==> config.mk <==
export PLATFORM = sky130hd
export DESIGN_NAME = rat_intr_ctrl
export DESIGN_NICKNAME = d
export VERILOG_FILES = /design/src/rtl/rat_intr_pkg.sv /design/src/rtl/rat_intr_sync.sv /design/src/rtl/rat_intr_ctrl.sv
export SDC_FILE = /design/constraint.sdc
export NUM_CORES = 1
export LEC_CHECK = 0
export ABC_CLOCK_PERIOD_IN_PS = 2400
export CAP_MARGIN = 20
export CORE_MARGIN = 2
export CORE_UTILIZATION = 45
export DETAILED_ROUTE_END_ITERATION = 10
export PLACE_DENSITY_LB_ADDON = 0.2
export SETUP_SLACK_MARGIN = 0.2
export SYNTH_ARGS = -nofsm -noshare
export SYNTH_HDL_FRONTEND = slang
export SYNTH_SLANG_ARGS = --single-unit
==> constraint.sdc <==
create_clock -name CLK -period 2.4 [get_ports CLK]
set_clock_uncertainty 0.2 [all_clocks]
set_input_delay 0.6 -clock CLK [delete_from_list [all_inputs] [get_ports CLK]]
set_output_delay 0.6 -clock CLK [all_outputs]
set_load 0.005 [all_outputs]
==> src/rtl/rat_intr_pkg.sv <==
// Shared types for the RAT interrupt sequencer.
// Optional build macro RAT_INTR_SYNC_EN enables the INTR input synchronizer.
package rat_intr_pkg;

    typedef enum logic [1:0] {
        IDLE    = 2'd0,
        PEND    = 2'd1,
        SERVICE = 2'd2
    } st_e;

    localparam int unsigned SYNC_DEPTH = 2;

endpackage

==> src/rtl/rat_intr_sync.sv <==
// INTR conditioning: optional 2-flop synchronizer followed by a rising-edge detector.
// Build macro RAT_INTR_SYNC_EN: when undefined, INTR must already be synchronous to CLK.
module rat_intr_sync
    import rat_intr_pkg::*;
(
    input  logic CLK,
    input  logic RST_N,
    input  logic INTR,
    output logic INTR_EDGE
);

    logic intr_s;
    logic intr_s_d;

`ifdef RAT_INTR_SYNC_EN
    logic [SYNC_DEPTH-1:0] sync_q;

    always_ff @(posedge CLK or negedge RST_N) begin
        if (!RST_N) begin
            sync_q <= '0;
        end else begin
            sync_q <= {sync_q[SYNC_DEPTH-2:0], INTR};
        end
    end

    assign intr_s = sync_q[SYNC_DEPTH-1];
`else
    assign intr_s = INTR;
`endif

    always_ff @(posedge CLK or negedge RST_N) begin
        if (!RST_N) begin
            intr_s_d <= 1'b0;
        end else begin
            intr_s_d <= intr_s;
        end
    end

    assign INTR_EDGE = intr_s & ~intr_s_d;

endmodule

==> src/rtl/rat_intr_ctrl.sv <==
// RAT CPU interrupt sequencer: latches INTR edges, requests service, drives flag shadow save/restore.
// Build macro RAT_INTR_SYNC_EN adds a 2-flop INTR synchronizer (+2 cycles request latency).
module rat_intr_ctrl
    import rat_intr_pkg::*;
#(
    parameter int unsigned DROP_W = 8
)
(
    input  logic              CLK,
    input  logic              RST_N,
    input  logic              INTR,
    input  logic              SEI,
    input  logic              CLI,
    input  logic              INT_ACK,
    input  logic              RETI,
    input  logic              RETI_IE,
    output logic              INT_REQ,
    output logic              I_FLAG,
    output logic              IN_SERVICE,
    output logic              FLG_SHAD_LD,
    output logic              FLG_LD_SEL,
    output logic              FLG_C_LD,
    output logic              FLG_Z_LD,
    output logic [DROP_W-1:0] DROP_CNT
);

    st_e               state_q, state_d;
    logic              pend_q, pend_d;
    logic              i_flag_q, i_flag_d;
    logic [DROP_W-1:0] drop_q, drop_d;

    logic intr_edge;
    logic int_req;
    logic ack_acc;
    logic reti_v;

    rat_intr_sync u_sync (
        .CLK       (CLK),
        .RST_N     (RST_N),
        .INTR      (INTR),
        .INTR_EDGE (intr_edge)
    );

    assign int_req = (state_q == PEND) & i_flag_q;
    assign ack_acc = INT_ACK & int_req;
    assign reti_v  = RETI & (state_q == SERVICE);

    always_ff @(posedge CLK or negedge RST_N) begin
        if (!RST_N) begin
            state_q  <= IDLE;
            pend_q   <= 1'b0;
            i_flag_q <= 1'b0;
            drop_q   <= '0;
        end else begin
            state_q  <= state_d;
            pend_q   <= pend_d;
            i_flag_q <= i_flag_d;
            drop_q   <= drop_d;
        end
    end

    always_comb begin
        state_d  = state_q;
        pend_d   = pend_q;
        i_flag_d = i_flag_q;
        drop_d   = drop_q;

        // an edge coinciding with an accepted ack is a fresh request, not a lost one
        if (intr_edge) begin
            pend_d = 1'b1;
        end else if (ack_acc) begin
            pend_d = 1'b0;
        end

        if (intr_edge && pend_q && !ack_acc && (drop_q != '1)) begin
            drop_d = drop_q + DROP_W'(1);
        end

        if (ack_acc) begin
            i_flag_d = 1'b0;
        end else if (reti_v) begin
            i_flag_d = RETI_IE;
        end else if (CLI) begin
            i_flag_d = 1'b0;
        end else if (SEI) begin
            i_flag_d = 1'b1;
        end

        // return from ISR goes straight to PEND if a request arrived meanwhile (or this cycle)
        unique case (state_q)
            IDLE:    if (intr_edge) state_d = PEND;
            PEND:    if (ack_acc)   state_d = SERVICE;
            SERVICE: if (reti_v)    state_d = pend_d ? PEND : IDLE;
            default: state_d = IDLE;
        endcase
    end

    assign INT_REQ     = int_req;
    assign I_FLAG      = i_flag_q;
    assign IN_SERVICE  = (state_q == SERVICE);
    assign FLG_SHAD_LD = ack_acc;
    assign FLG_LD_SEL  = reti_v;
    assign FLG_C_LD    = reti_v;
    assign FLG_Z_LD    = reti_v;
    assign DROP_CNT    = drop_q;

endmodule

## Word-level counts from Yosys, hierarchy flattened

Index checks and enable logic that the tools add are counted.

- Flip-flop bits (word level): 13
- Output and inout bits: 15
- Logic and storage cells: 35

- Add/sub/neg operators: 1
- Eq/ne operators: 6
- Mux-type cells: 11
- Bitwise operators: 5
- Reductions and logical operators: 7

Operators by type and width:

| cell | count |
|---|---|
| adder 8 x 1 -> 8 bit (second input constant) | 1 |
| != test 8 bit (second input constant) | 1 |
| two-way mux 1 bit | 7 |
| two-way mux 2 bit | 3 |
| case mux 2 bit (3 select lines) | 1 |
| bitwise AND 1 bit | 4 |
| != test 2 bit (second input constant) | 2 |
| nonzero test 4 bit | 1 |
| logical AND 1 bit | 3 |
| AND reduction 3 bit | 1 |
| equality test 2 x 1 -> 1 bit (second input constant) | 1 |
| equality test 2 bit (second input constant) | 1 |
| zero test 2 bit | 1 |
| != test 2 x 1 -> 1 bit (second input constant) | 1 |
| zero test 1 bit | 1 |
| inverter 1 bit | 1 |

## Longest topological paths before layout

Gate-level depths: netlist of the first run.

- Depth in word-level cells: 8
- Depth in mapped cells: 5
- Depth with buffers taken out: 5

## By module

Synthesis of the first run repeated with hierarchy kept, for this count alone.

- Cell total of the unflattened synthesis: 61
- Area total of the unflattened synthesis: 686.9 µm²

By module, submodules not included:

| module | instances | cells an instance | area an instance (µm²) |
|---|---|---|---|
| rat_intr_ctrl | 1 | 59 | 648.1 |
| rat_intr_sync | 1 | 2 | 38.8 |

## Least setup slack after synthesis of the first run

No wires, ideal clock.

- Path type: register to output
- Start point: register state_q[0]
- End point: output port FLG_LD_SEL
- Arrival time: 1.013 ns
- Path slack: 0.587 ns
- Stages on the path, launching flop included: 4
- Path buffers: 1
- Cells stage by stage: dfrtp_1 > and2b_2 > and2_1 > buf_4

- Longest elaborated chain between the ends: 2

RTL lines:

| item | RTL line | RTL |
|---|---|---|
| from (decl) | rat_intr_ctrl.sv:27 | `st_e state_q, state_d;` |
| from (signal assigned) | rat_intr_ctrl.sv:55 | `state_q <= state_d;` |
| equality test 2 bit | -- |  |
| net IN_SERVICE | rat_intr_ctrl.sv:19 | `output logic IN_SERVICE,` |
| bitwise AND 1 bit | rat_intr_ctrl.sv:46 | `assign reti_v = RETI & (state_q == SERVICE);` |
| to (decl) | rat_intr_ctrl.sv:21 | `output logic FLG_LD_SEL,` |

The timed path passes the listed nets, and every way through them passes these cells.

## Worst setup path after layout of the first run

- Start point: input port INT_ACK
- End point: output port FLG_SHAD_LD

- Longest elaborated chain between the ends: 1

RTL lines:

| item | RTL line | RTL |
|---|---|---|
| from (decl) | rat_intr_ctrl.sv:14 | `input logic INT_ACK,` |
| bitwise AND 1 bit | rat_intr_ctrl.sv:45 | `assign ack_acc = INT_ACK & int_req;` |
| to (decl) | rat_intr_ctrl.sv:20 | `output logic FLG_SHAD_LD,` |

Every way passes these cells.

==> out/summary.txt, run 1 <==
Crit path capture type: output port
Commonest cells after routing, fill and taps aside: clkdlybuf4s50_1, dfrtp_1, buf_4, nor2_1
Clock transition at the registers of the reported paths: 0.08 ns
Synth warnings: 0
# fillers: 129
Synth cell types: 28
CP required: 1.60 ns
Die H: 43.8 um
Synth Instances: 62
Critical path origin: INT_ACK
Fmax: 0.443 GHz
Overflow after GRT: 0
Layout Nets: 105
Total CTS buffers: 3
Core area: 1490 sq um
Hold_ws: 0.366 ns
Vias in the first global route: 577
Pwr dens: 801 nW/um^2
Slew Limit Fails: 0
Die area: 1920 sq um
Hpwl dp: 1.07 mm
# setup viols final: 0
# IOs: 23
Status: finished, final reports clean
Max cap viols: 0
Ratio of cells with drive above 1 in the final layout: 0.295
Initial Util: 0.480
Worst Hold Launch: DROP_CNT[0]$_DFFE_PN0P_
Gp weighted congestion: 0.757
Crit path time final: 2.26 ns
Rows: 14
Mean area per synthesized cell: 11.5 sq um
Peak supply drop: 0.570 mV
Arr. time, crit path: 1.46 ns
Hold/Removal Path Class: reg -> reg
Syn nets: 71
Max-slew headroom: 0.612
Total track usage: 0.175
Deepest clock path buffer count: 2
CTS tree: yes
Register area share after synthesis: 0.455
Clk_lat worst skew: 0.28 ns
N_diodes: 0
Routed wire per std cell: 13.5 um
First-pass GRT wire length: 2.46 mm
Initial antenna violation count: 0
Cell Area, Synth: 714 sq um
Initial DRC count: 10
Layout overhead on the synthesized area: 45.5%
Startpoint Class: input port
Clock Sinks: 13
RSZ-0062 raised after global routing: yes
Via/cell ratio: 5.38
Port bufs: 22
Setup CP Type: in -> out
Commonest non-fill, non-tap cell in the layout: clkdlybuf4s50_1
Worst reg2reg path startpoint: state_q[0]$_DFFE_PN0P_
Post-CTS Hold Fix Bufs: 0
Final core occ: 0.698
Drt pass-1 iters: 4
Seq cells post-synth: 13
Crit path max fanout: 2
Clock tree root driver cell: clkbuf_4
Fin crit share: 0.941
Final WL: 1.50 mm
# H-tree levels: 1
DR DRC count: 0
Leakage: 0.510 nW
Die X-Extent: 43.8 um
Pin count of the biggest net entering global routing: 14
Worst Tran Pin Value: 0.580 ns
ANT nets after route: 0
Hold Fails Final Rpt: 0
Vias: 597
layer usage:
layer | part of all wire | track usage | up-vias
met2 | 0.48 | 0.285 | 22
met1 | 0.43 | 0.215 | 286
met4 | 0.020 | 0.0909 | 0
met5 | 0 | 0 | -
li1 | - | - | 284
met3 | 0.069 | 0.0417 | 5
kinds of logic after synthesis:
| family | share of synthesized area |
|---|---|
| buf+inv | 0.0315 |
| compound gates | 0.0806 |
| mux | 0.0508 |
| xor+xnor | 0.0613 |
| simple gates | 0.303 |
| flops | 0.455 |
| fa+ha+maj | 0.0175 |
metrics by stage:
step / power [W] / std cells / worst slack (ns) / setup TNS [ns] / area (sq um)
2_1_floorplan: 0.000505 / 62 / 0.587 / 0 / 714
3_3_place_gp: 0.000673 / 103 / -0.172 / -0.633 / 977
3_5_place_dp: 0.000687 / 103 / -0.200 / -0.751 / 977
4_1_cts: 0.000822 / 107 / 0.136 / 0 / 1000
5_1_grt: 0.000889 / 111 / 0.0891 / 0 / 1040
6_report: 0.000833 / 111 / 0.140 / 0 / 1040
state kept, by name (all words and copies together) (netlist names):
signal,flops
DROP_CNT,8
I_FLAG,1
pend_q,1
state_q,2
u_sync.intr_s_d,1
where the power goes:
part	switching, W	internal (W)	total, W
sequential	0.0000886	0.000279	0.000367
clock	0.0000719	0.0000645	0.000136
combinational	0.000121	0.000208	0.000330
repair_timing:
item / 4_1_cts / 5_1_grt
resized for setup: 11 / 2
gates cloned: 0 / 0
pin swaps: 1 / 0
setup endpoints to repair: 4 / 4
buffers inserted: 0 / 4
Yosys cell counts (all sizes together):
cell type  instances  area (sq um)
mux2               2          26.3
nand4b             1          23.8
nor4b              1          15.0
inv                2          7.51
a211oi             1          7.51
ha                 1          12.5
nor4               2          25.0
o32ai              1          8.76
nand3              5          37.5
a21oi              3          15.0
a21o               2          16.3
xor2               5          43.8
buf                2          15.0
nor3               1          5.00
mux2i              1          10.0
and2b              2          17.5
o21ba              1          10.0
dfrtp             13           325
and2               1          6.26
nor2               8          40.0
nand4              2          27.5
nand2              5          18.8
area by class of cell:
| class | instances | area, sq um | share of cell area |
|---|---|---|---|
| inverters | 2 | 7.51 | 0.00722 |
| well taps | 16 | 20.0 | 0.0193 |
| clock buffers | 4 | 26.3 | 0.0253 |
| multi-input cells | 45 | 369 | 0.355 |
| flip-flops and latches | 13 | 325 | 0.313 |
| repair buffers | 31 | 292 | 0.280 |
worst max-delay path, cell delays in order:
cell and delay (ns):
clkdlybuf4s15_2 0.19, nand4b_4 0.11, inv_2 0.07, clkdlybuf4s50_1 0.49
final timing paths:
check / depth (start not counted) / slack (ns) / endpoint
worst max register to register: 6 / 0.70 / DROP_CNT[4]$_DFFE_PN0P_
min in group asynchronous: 1 / 0.49 / I_FLAG$_DFFE_PN0P_
worst min-delay path: 1 / 0.37 / DROP_CNT[0]$_DFFE_PN0P_
max in group asynchronous: 1 / 1.14 / state_q[0]$_DFFE_PN0P_
worst max-delay path: 4 / 0.14 / FLG_SHAD_LD
worst min register to register: 1 / 0.37 / DROP_CNT[0]$_DFFE_PN0P_
Power figures use the tool's default switching activity.
==> inputs of run 2 (changes only) <==
SKIP_CTS_REPAIR_TIMING = 1   (was unset)
==> run 2 against run 1 <==
Effect of this change:
- first-iteration DRC count down 40%
- sequential share of layout area shrank 0.34 points
- non-clock buffer count did not move
- routed wire length up 0.13%
- cell count unchanged
- global-route usage unchanged
- worst setup slack better by 0.0081 ns
- final area increased by 1.1%
- combinational power is essentially flat
- count of clock-buffer cells in the layout is the same
- critical path depth shrank 1
- critical path type is now reg -> out
- critical endpoint unchanged
==> out/summary.txt, run 2 (synthesis gave the netlist of run 1 again) <==
Crit path time final: 2.25 ns (-0.00811 ns)
Hold Fails Final Rpt: 0 (unchanged)
Peak supply drop: 0.571 mV (+0.16%)
CP required: 1.60 ns (about the same)
Die X-Extent: 43.8 um (unchanged)
Die area: 1920 sq um (unchanged)
Initial Util: 0.480 (unchanged)
Switching power: 0.000280 W (-0.68%)
Pin count of the biggest net entering global routing: 14 (unchanged)
Deepest clock path buffer count: 2 (unchanged)
Worst Tran Pin Value: 0.575 ns (-0.00537 ns)
# IOs: 23 (unchanged)
Core area: 1490 sq um (unchanged)
Drt pass-1 iters: 4 (unchanged)
Final core occ: 0.706 (+0.00756)
Storage element area: 325 sq um (unchanged)
Layout Nets: 105 (unchanged)
Crit path capture type: output port
Setup CP Type: reg -> out
Layout overhead on the synthesized area: 47.1%
Worst min-delay path endpoint: DROP_CNT[0]$_DFFE_PN0P_
Clk pwr share: 0.163 (about the same)
Commonest cells after routing, fill and taps aside: clkdlybuf4s50_1, dfrtp_1, buf_4, nor2_1, dlymetal6s2s_1
DR DRC count: 0 (unchanged)
Logic pwr share: 0.395 (about the same)
Pwr dens: 792 nW/um^2 (-1.2%)
Vias: 595 (-0.34%)
CTS tree: yes
Gr busiest metal: met2
RSZ-0062 raised after global routing: yes
# H-tree levels: 1 (unchanged)
Vias in the first global route: 577 (unchanged)
Worst r2r path cells: 6 (unchanged)
Clock transition at the registers of the reported paths: 0.08 ns (about the same)
R2R Path End: DROP_CNT[4]$_DFFE_PN0P_
Met3 GRT Util: 0.0417 (unchanged)
Fin crit share: 0.938 (-0.00338)
Crit path max fanout: 5 (+3)
Clock tree root driver cell: clkbuf_4
Via/cell ratio: 5.36 (-0.34%)
Pre-CTS setup slack: -0.200 ns (unchanged)
Met2 Usage GRT: 0.285 (unchanged)
Leakage: 0.565 nW (+11%)
Status: finished, final reports clean
Max reg flops: 8 (unchanged)
Worst reg2reg path startpoint: state_q[0]$_DFFE_PN0P_
Routed wire per std cell: 13.5 um (+0.13%)
First-pass GRT wire length: 2.46 mm (unchanged)
Ratio of cells with drive above 1 in the final layout: 0.284 (-0.0105)
Grt met1 use: 0.215 (unchanged)
Arr. time, crit path: 1.45 ns (about the same)
Setup WS post-layout: 0.149 ns (+0.00811 ns)
Hpwl dp: 1.07 mm (unchanged)
Overall power: 0.000832 W (-0.11%)
Max-slew headroom: 0.616 (+0.00359)
# fillers: 128 (-0.78%)
Overflow after GRT: 0 (unchanged)
Port bufs: 22 (unchanged)
Initial DRC count: 6 (-4)
Commonest non-fill, non-tap cell in the layout: clkdlybuf4s50_1
N_diodes: 0 (unchanged)
ANT nets after route: 0 (unchanged)
Die H: 43.8 um (unchanged)
Inst Count DP: 103 (unchanged)
Slew Limit Fails: 0 (unchanged)
# setup viols final: 0 (unchanged)
Clk_lat worst skew: 0.28 ns (about the same)
Final Cell Area: 1050 sq um (+1.1%)
Rows: 14 (unchanged)
Hold/Removal Path Class: reg -> reg
Final WL: 1.50 mm (+0.13%)
Gp weighted congestion: 0.757 (unchanged)
Initial antenna violation count: 0 (unchanged)
Multi-input gate area: 369 sq um (unchanged)
Worst Hold Launch: DROP_CNT[0]$_DFFE_PN0P_
Total track usage: 0.175 (unchanged)
P_int: 0.000553 W (+0.19%)
Clock Sinks: 13 (unchanged)
Startpoint Class: flop
Switching share of power: 0.336 (-0.00194)
Fin cells: 111 (unchanged)
Max cap viols: 0 (unchanged)
Placed Area: 977 sq um (unchanged)
Fmax: 0.444 GHz (+0.36%)
Seq pwr share: 0.441 (about the same)
Hold path cells: 1 (unchanged)
Total CTS buffers: 3 (unchanged)
Register-to-register setup slack: 0.71 ns (about the same)
run 2: cell types whose count changed in the layout (fill, tap and decap cells not counted), sizes merged:
cell / previous run / this run
dlygate4sd2: 2 / 0
clkdlybuf4s15: 3 / 0
dlymetal6s2s: 2 / 6
clkdlybuf4s50: 15 / 16
run 2: area by class of cell:
type | count | area share
Tap cell | 16 | 0.0190
Multi-Input combinational cell | 45 | 0.351
Inverter | 2 | 0.00714
Timing Repair Buffer | 31 | 0.288
Clock buffer | 4 | 0.0250
Sequential cell | 13 | 0.310
run 2: power groups by stage:
stage / Sequential, W / Clock [W] / Combinational [W]
6_report: 0.000367 / 0.000136 / 0.000329
5_1_grt: 0.000378 / 0.000149 / 0.000364
4_1_cts: 0.000367 / 0.000137 / 0.000319
3_5_place_dp: 0.000371 / 0 / 0.000316
3_3_place_gp: 0.000369 / 0 / 0.000304
2_1_floorplan: 0.000372 / 0 / 0.000134
run 2: worst max path at each step:
stage,startpoint,to,slack (ns),cells past startpoint
3_5_place_dp,INT_ACK,FLG_SHAD_LD,-0.20,4
2_1_floorplan,state_q[0]$_DFFE_PN0P_,FLG_LD_SEL,0.59,3
6_report,state_q[1]$_DFFE_PN0P_,FLG_SHAD_LD,0.15,3
4_1_cts,INT_ACK,FLG_SHAD_LD,-0.21,4
3_3_place_gp,INT_ACK,FLG_SHAD_LD,-0.17,4
5_1_grt,state_q[1]$_DFFE_PN0P_,FLG_SHAD_LD,0.07,3
run 2: per-layer routing:
metal | vias to the layer above | share of wire
met4 | 0 | 0.019
met1 | 283 | 0.42
met3 | 5 | 0.071
li1 | 287 | -
met2 | 20 | 0.48
met5 | - | 0
run 2: per-stage QoR:
step	TNS [ns]	hold WS [ns]
final	0	0.366
after global routing	0	0.373
after CTS	-0.776	0.338
after detailed placement	-0.751	0.332
after global placement	-0.633	0.315
after floorplan	0	0.104
run 2: worst max-delay path, stage by stage (launching register included):
cell and delay [ns]:
dfrtp_1 0.42, nand4b_4 0.19, inv_2 0.08, clkdlybuf4s50_1 0.49
==> inputs of run 3 (changes only) <==
GPL_ROUTABILITY_DRIVEN = 0   (was unset)
SETUP_SLACK_MARGIN = 0.15   (was 0.2)
==> run 3 against run 2 <==
Effect of this change:
- critical path depth unchanged
- routed wire length decreased by 1.8%
- hold slack about the same
- register-to-register slack about the same
- largest cell class unchanged
- non-clock buffer count decreased by 2
- sequential cell count unchanged
- utilization decreased by 1.2 points
==> out/summary.txt, run 3 (synthesis gave the netlist of run 1 again) <==
Layout overhead on the synthesized area: 44.7%
Setup TNS: 0 ns (unchanged)
Die H: 43.8 um (unchanged)
Initial Util: 0.480 (unchanged)
Commonest cells after routing, fill and taps aside: clkdlybuf4s50_1, dfrtp_1, buf_4, nor2_1
Commonest non-fill, non-tap cell in the layout: clkdlybuf4s50_1
Fin cells: 109 (-1.8%)
Final core occ: 0.694 (-0.0118)
Layout Nets: 103 (-1.9%)
Crit path time final: 2.25 ns (-0.00472 ns)
Pwr dens: 800 nW/um^2 (+1.1%)
N_diodes: 0 (unchanged)
Switching power: 0.000278 W (-0.43%)
First-pass GRT wire length: 2.46 mm (unchanged)
Hold Fails Final Rpt: 0 (unchanged)
P_int: 0.000549 W (-0.73%)
Fin crit share: 0.936 (-0.00197)
Pre-CTS setup slack: -0.200 ns (unchanged)
Peak supply drop: 0.582 mV (+1.9%)
Vias: 579 (-2.7%)
ANT nets after route: 0 (unchanged)
Core area: 1490 sq um (unchanged)
Max-slew headroom: 0.611 (-0.00447)
Worst min-delay path endpoint: DROP_CNT[0]$_DFFE_PN0P_
Max reg flops: 8 (unchanged)
Clock tree root driver cell: clkbuf_4
Worst r2r path cells: 6 (unchanged)
Rows: 14 (unchanged)
Total track usage: 0.175 (unchanged)
Logic pwr share: 0.391 (-0.004)
Crit path max fanout: 5 (unchanged)
Switching share of power: 0.337 (+0.000663)
Drt pass-1 iters: 4 (unchanged)
# IOs: 23 (unchanged)
Deepest clock path buffer count: 2 (unchanged)
Vias in the first global route: 577 (unchanged)
Die X-Extent: 43.8 um (unchanged)
Worst reg2reg path startpoint: state_q[0]$_DFFE_PN0P_
Startpoint Class: flop
Via/cell ratio: 5.31 (-0.90%)
Worst Tran Pin Value: 0.581 ns (+0.00669 ns)
Setup WS post-layout: 0.153 ns (+0.00472 ns)
Final WL: 1.48 mm (-1.8%)
Slew Limit Fails: 0 (unchanged)
Initial DRC count: 9 (+3)
Routed wire per std cell: 13.5 um (about the same)
Register-to-register setup slack: 0.71 ns (about the same)
CTS tree: yes
Crit path capture type: output port
Total CTS buffers: 3 (unchanged)
Die area: 1920 sq um (unchanged)
# fillers: 130 (+1.6%)
Fmax: 0.445 GHz (+0.21%)
Initial antenna violation count: 0 (unchanged)
Arr. time, crit path: 1.45 ns (about the same)
Port bufs: 22 (unchanged)
# H-tree levels: 1 (unchanged)
Inst Count DP: 103 (unchanged)
RSZ-0062 raised after global routing: yes
Hpwl dp: 1.07 mm (unchanged)
Hold path cells: 1 (unchanged)
DR DRC count: 0 (unchanged)
Clock transition at the registers of the reported paths: 0.08 ns (about the same)
Worst Hold Launch: DROP_CNT[0]$_DFFE_PN0P_
Clk pwr share: 0.165 (+0.002)
Setup CP Type: reg -> out
Pin count of the biggest net entering global routing: 14 (unchanged)
R2R Path End: DROP_CNT[4]$_DFFE_PN0P_
Hold/Removal Path Class: reg -> reg
Seq pwr share: 0.444 (+0.003)
Hold_ws: 0.366 ns (+0.00000700 ns)
Ratio of cells with drive above 1 in the final layout: 0.269 (-0.0154)
Overflow after GRT: 0 (unchanged)
# setup viols final: 0 (unchanged)
Leakage: 0.536 nW (-5.1%)
Clk_lat worst skew: 0.28 ns (about the same)
CP required: 1.60 ns (about the same)
Status: finished, final reports clean
Max cap viols: 0 (unchanged)
Clock Sinks: 13 (unchanged)
run 3: cell types whose count changed in the layout (fill, tap and decap cells not counted):
cell and change:
buf_4 -2, clkdlybuf4s50_1 +1, dlymetal6s2s_1 -1
run 3: area by class of cell:
cell class / instances / area, sq um / area share
tap: 16 / 20.0 / 0.0194
multi-input combinational: 45 / 369 / 0.357
sequential: 13 / 325 / 0.315
clock buffer: 4 / 26.3 / 0.0254
timing repair buffer: 29 / 285 / 0.276
inverter: 2 / 7.51 / 0.00726
run 3: worst max-delay path by stage:
stage / slack [ns] / cells after the start / start / endpoint
2_1_floorplan: 0.59 / 3 / state_q[0]$_DFFE_PN0P_ / FLG_LD_SEL
3_3_place_gp: -0.17 / 4 / INT_ACK / FLG_SHAD_LD
3_5_place_dp: -0.20 / 4 / INT_ACK / FLG_SHAD_LD
4_1_cts: -0.21 / 4 / INT_ACK / FLG_SHAD_LD
5_1_grt: 0.09 / 4 / state_q[0]$_DFFE_PN0P_ / FLG_SHAD_LD
6_report: 0.15 / 3 / state_q[1]$_DFFE_PN0P_ / FLG_SHAD_LD
run 3: layer usage:
metal / global-route usage / up-vias / share of wire
met1: 0.215 / 275 / 0.44
met2: 0.285 / 20 / 0.47
met3: 0.0417 / 5 / 0.067
li1: - / 279 / -
met5: 0 / - / 0
met4: 0.0909 / 0 / 0.020
run 3: power groups by stage:
stage / Sequential, W / Clock, W / Combinational [W]
after global routing: 0.000377 / 0.000149 / 0.000357
after floorplan: 0.000372 / 0 / 0.000134
after global placement: 0.000369 / 0 / 0.000304
final: 0.000367 / 0.000136 / 0.000323
after detailed placement: 0.000371 / 0 / 0.000316
after CTS: 0.000367 / 0.000137 / 0.000319
run 3: critical path, cell delays in order (launching register included):
cell and delay (ns):
dfrtp_1 0.42, nand4b_4 0.19, inv_2 0.07, clkdlybuf4s50_1 0.49
run 3: through the flow:
stage | instance area [sq um] | power (W)
floorplan | 714 | 0.000505
global placement | 977 | 0.000673
detailed placement | 977 | 0.000687
CTS | 1000 | 0.000823
global route | 1030 | 0.000883
finish | 1030 | 0.000827
